`config.mk`:
```
export PLATFORM = sky130hd
export DESIGN_NAME = dsm_cic_decimator
export DESIGN_NICKNAME = d
export VERILOG_FILES = /design/src/rtl/dsm_cic_decimator.sv
export SDC_FILE = /design/constraint.sdc
export NUM_CORES = 1
export LEC_CHECK = 0
export BUFFER_PORTS_ARGS = -buffer_cell sky130_fd_sc_hd__buf_2
export CORE_MARGIN = 3
export CORE_UTILIZATION = 55
export DETAILED_ROUTE_END_ITERATION = 6
export GPL_TIMING_DRIVEN = 0
export PLACE_DENSITY = 0.72
export SETUP_SLACK_MARGIN = 0.15
export SLEW_MARGIN = 30
export SYNTH_ARGS = -nofsm -noshare
export SYNTH_HDL_FRONTEND = slang
export SYNTH_SLANG_ARGS = --single-unit
```
`constraint.sdc`:
```
create_clock -name clock -period 8.9 [get_ports clock]
set_clock_uncertainty 0.05 [all_clocks]
set_input_delay 1.78 -clock clock [delete_from_list [all_inputs] [get_ports clock]]
set_output_delay 1.78 -clock clock [all_outputs]
set_load 0.03 [all_outputs]
```
`src/rtl/dsm_cic_decimator.sv`:
```
// CIC decimator for the 3-level DSM stream: symbol decode, ORDER integrators at clock rate,
// ORDER combs at 1/2^LOG2R, scaled to the 20-bit DSM voltage format (0x04000 = 0.5 V).
module dsm_cic_decimator #(
  parameter int ORDER = 3,
  parameter int LOG2R = 6
) (
  input  logic        clock,
  input  logic        reset,
  input  logic [1:0]  pwm,
  input  logic        pwm_valid,
  output logic [19:0] dout,
  output logic        dout_valid,
  output logic        err
);

  localparam int W  = ORDER * LOG2R + 2;
  localparam int S  = ORDER * LOG2R - 14;
  localparam int unsigned SR = (S >= 0) ? S : 0;
  localparam int unsigned SL = (S < 0) ? -S : 0;
  // Headroom so a left shift (small ORDER*LOG2R) cannot drop significant bits before truncation.
  localparam int XW = W + 20;
  localparam logic [LOG2R-1:0] CNT_LAST = '1;
  localparam logic [2:0]       WARM_DONE = 3'(ORDER);

  logic signed [W-1:0]  integ_q [ORDER];
  logic signed [W-1:0]  integ_d [ORDER];
  logic signed [W-1:0]  dly_q   [ORDER];
  logic signed [W-1:0]  comb    [ORDER+1];
  logic [LOG2R-1:0]     cnt_q;
  logic [2:0]           warm_q;
  logic [19:0]          dout_q;
  logic                 dv_q;
  logic                 err_q;
  logic signed [W-1:0]  x;
  logic                 tick;
  logic                 bad;
  logic signed [XW-1:0] ext;
  logic signed [XW-1:0] scaled;

  always_comb begin
    x = '0;
    case (pwm)
      2'b01:   x = W'(1);
      2'b11:   x = '1;
      default: x = '0;
    endcase
  end

  assign bad  = pwm_valid && (pwm == 2'b10);
  assign tick = pwm_valid && (cnt_q == CNT_LAST);

  // Each stage accumulates the registered (previous) value of the stage before it.
  always_comb begin
    integ_d[0] = integ_q[0] + x;
    for (int unsigned k = 1; k < ORDER; k++) begin
      integ_d[k] = integ_q[k] + integ_q[k-1];
    end
  end

  always_comb begin
    comb[0] = integ_q[ORDER-1];
    for (int unsigned k = 0; k < ORDER; k++) begin
      comb[k+1] = comb[k] - dly_q[k];
    end
    ext    = XW'(comb[ORDER]);
    scaled = (ext >>> SR) <<< SL;
  end

  always_ff @(posedge clock) begin
    if (reset) begin
      for (int unsigned k = 0; k < ORDER; k++) begin
        integ_q[k] <= '0;
        dly_q[k]   <= '0;
      end
      cnt_q  <= '0;
      warm_q <= '0;
      dout_q <= '0;
      dv_q   <= 1'b0;
      err_q  <= 1'b0;
    end else begin
      dv_q <= 1'b0;
      if (bad) begin
        err_q <= 1'b1;
      end
      if (pwm_valid) begin
        for (int unsigned k = 0; k < ORDER; k++) begin
          integ_q[k] <= integ_d[k];
        end
        cnt_q <= cnt_q + 1'b1;
      end
      if (tick) begin
        for (int unsigned k = 0; k < ORDER; k++) begin
          dly_q[k] <= comb[k];
        end
        dout_q <= 20'(scaled);
        // The first ORDER decimated outputs are filter fill transient and are not strobed.
        if (warm_q == WARM_DONE) begin
          dv_q <= 1'b1;
        end else begin
          warm_q <= warm_q + 1'b1;
        end
      end
    end
  end

  assign dout       = dout_q;
  assign dout_valid = dv_q;
  assign err        = err_q;

endmodule

```
==> results.json <==
{
  "status": "finished clean",
  "die_h_um": 144,
  "power.total_mw": 2.42,
  "drive_above_1_share": 0.0643,
  "pwr_density_cell_mw_per_mm2": 213,
  "area_delta_synth_final_pct": 9.44,
  "final_core_util": 0.624,
  "fill_cells": 1570,
  "cp-end-kind": "register",
  "cts_num_sinks": 147,
  "yosysWarnings": 0,
  "netlist_instances": 1094,
  "grt_pass1_vias": 7270,
  "vias": 7666,
  "pin_count": 27,
  "max-cap-violations": 0,
  "async_reset_ff_frac": 0,
  "die_area_mm2": 0.0206,
  "path_clk_slew_ns": 0.06,
  "clock_path_buffers": 2,
  "diodes": 0,
  "chipWidth_um": 144,
  "drcViolationCount": 0,
  "numPortBuffers": 24,
  "setup_viol": 0,
  "place_congestion": 0.895,
  "cts_buffers": 17,
  "nets": 1264,
  "final_cell_mix": "120 x edfxtp_1, 116 x ha_1, 106 x nor2_1, 95 x inv_1, 75 x nand2_1",
  "rsz0062_at_grt": "false",
  "wirelength_um": 19200,
  "cp_slowest_stage_delay_ns": 0.41,
  "core_area_mm2": 0.0183,
  "hold_path_class": "reg -> reg",
  "fp-row-count": 49,
  "ant_nets": 0,
  "synth_top_flop_cell": "edfxtp_1",
  "dp_hpwl_um": 14700,
  "dr.pass1.iters": 5,
  "synth_edf_count": 120,
  "clk_latency_ns": 0.43,
  "worst_setup_path_start_kind": "register",
  "vias_per_cell": 5.56,
  "grt_max_degree": 61,
  "slew_viol_final": 0,
  "final.period_utilization": 0.671,
  "worstMarginPinSlew_ns": 0.827,
  "min_period_ns": 5.97,
  "start_util": 0.570,
  "worst_slack_ns": 2.93,
  "hold_buffers": 0,
  "drt_first_iter_violations": 327,
  "wl_per_cell_um": 13.9,
  "htree_levels": 4,
  "layout_commonest_cell": "edfxtp_1",
  "crit_arrival_ns": 6.23,
  "design_area_mm2": 0.0114,
  "cts-root-buf": "clkbuf_16",
  "critical_path_class": "reg -> reg",
  "tritoncts": "built",
  "post_cts_resized": 0,
  "grt_overflow": 0,
  "p_leak_nw": 5.08,
  "fmaxAchievable_mhz": 168,
  "grt_pass1_wl_um": 32500,
  "crit_fanout": 4,
  "dp_slack_ns": 2.97,
  "slew_headroom": 0.448,
  "yosysSeqAreaShare": 0.398,
  "timing.critical_path.mode_cell": "o21ai_0",
  "crit_slowest_cell": "fa_1",
  "synthesis.area_mm2": 0.0104,
  "post_cts_buffers": 0,
  "hold_viol": 0,
  "vdd.ir_drop.worst_uv": 134,
  "cp.required_ns": 9.16,
  "antenna_found_initial": 0,
  "place_area_mm2": 0.0108,
  "grt_usage": 0.197,
  "synth.avg_cell_area_um2": 9.52,
  "syn_nets": 1220,
  "tns_ns": 0,
  "synth-seq-cells": 147,
  "yosysUniqueCellTypes": 62
}
-- critical path: cells and delay by family (launching register included) --
kind                       cells  cell delay [ns]
xor gates and xnor gates       2             0.40
and+or+nand+nor                6             1.16
buffers and inverters          1             0.07
AOI/OAI and AO/OA             16             2.53
adders and majority gates      4             1.27
DFF                            1             0.36
-- area by class of cell --
| class | instances | area, um^2 | share of cell area |
|---|---|---|---|
| Buffer | 24 | 105 | 0.00922 |
| Clock buffer | 24 | 504 | 0.0442 |
| Clock inverter | 8 | 47.5 | 0.00417 |
| Inverter | 96 | 363 | 0.0318 |
| Multi-Input combinational cell | 827 | 5810 | 0.510 |
| Sequential cell | 147 | 4140 | 0.364 |
| Tap cell | 229 | 287 | 0.0251 |
| Timing Repair Buffer | 25 | 140 | 0.0123 |
-- state kept, by name (all words and copies together) (netlist names) --
register	cells
cnt_q	6
dout_valid	1
warm_q	3
dout	16
err	1
integ_q	60
dly_q	60
-- Yosys cell counts, types with 3 or more instances --
| cell type | number | area (um^2) |
|---|---|---|
| o31ai_1 | 4 | 30.0 |
| o21a_1 | 19 | 143 |
| o211ai_1 | 5 | 37.5 |
| nor2_1 | 106 | 398 |
| a21boi_0 | 9 | 67.6 |
| a211oi_1 | 15 | 113 |
| a21oi_1 | 63 | 315 |
| dfxtp_1 | 27 | 541 |
| a31oi_1 | 14 | 87.6 |
| nor3_1 | 29 | 145 |
| o31a_1 | 7 | 61.3 |
| and3_1 | 8 | 50.1 |
| xor2_1 | 36 | 315 |
| o21ai_0 | 49 | 245 |
| nand2_1 | 75 | 282 |
| o21bai_1 | 10 | 75.1 |
| and2_1 | 54 | 338 |
| ha_1 | 116 | 1450 |
| nand3_1 | 16 | 80.1 |
| xnor2_1 | 45 | 394 |
| a311oi_1 | 4 | 35.0 |
| edfxtp_1 | 120 | 3600 |
| a21oi_2 | 3 | 26.3 |
| or2_2 | 5 | 31.3 |
| a21o_1 | 36 | 270 |
| nor2b_1 | 20 | 125 |
| a2111oi_0 | 3 | 26.3 |
| nand2b_1 | 11 | 68.8 |
| fa_1 | 5 | 100 |
| or3_1 | 10 | 62.6 |
| a31o_2 | 4 | 35.0 |
| nand4_1 | 8 | 50.1 |
| buf_4 | 4 | 30.0 |
| inv_1 | 96 | 360 |
| mux2i_1 | 4 | 40.0 |
| clkbuf_1 | 19 | 71.3 |
-- metal layers --
layer / global-route usage / wire length (um) / vias to the layer above
met1: 0.232 / 8610 / 3513
met3: 0.0396 / 602 / 32
met2: 0.349 / 9460 / 104
met5: 0 / 0 / -
li1: - / - / 4017
met4: 0.0833 / 551 / 0
-- final timing paths --
kind,start,end,depth (start not counted),slack [ns]
hold reg to reg,dout[2]$_SDFFE_PP0P_,dout[2]$_SDFFE_PP0P_,2,0.40
setup / recovery,integ_q[0][40]$_SDFFCE_PN0P_,dout[15]$_SDFFE_PP0P_,29,2.93
hold / removal,dout[2]$_SDFFE_PP0P_,dout[2]$_SDFFE_PP0P_,2,0.40
setup reg to reg,integ_q[0][40]$_SDFFCE_PN0P_,dout[15]$_SDFFE_PP0P_,29,2.93
-- report_power, final --
part	internal (mW)	total, mW	switching [mW]
Clock	0.396	0.673	0.277
Combinational	0.412	0.928	0.517
Sequential	0.794	0.823	0.0286
-- per-stage QoR --
step | instances | hold WS [ns]
6_report | 1380 | 0.396
5_1_grt | 1380 | 0.413
4_1_cts | 1380 | 0.400
3_5_place_dp | 1348 | 0.391
3_3_place_gp | 1347 | 0.385
2_1_floorplan | 1094 | 0.407
-- kinds of logic (layout without fill, tap and decap cells) --
family	Yosys count	count (layout)	share of synthesized area
XOR/XNOR	81	81	0.0681
AO/OA/AOI/OAI	269	269	0.173
multiplexers	4	4	0.00384
adder cells (fa/ha/maj)	121	121	0.149
flip-flops	147	147	0.398
buffers and inverters	120	177	0.0447
AND/OR/NAND/NOR	352	352	0.164
No activity file was read; power rests on OpenSTA's default activity.
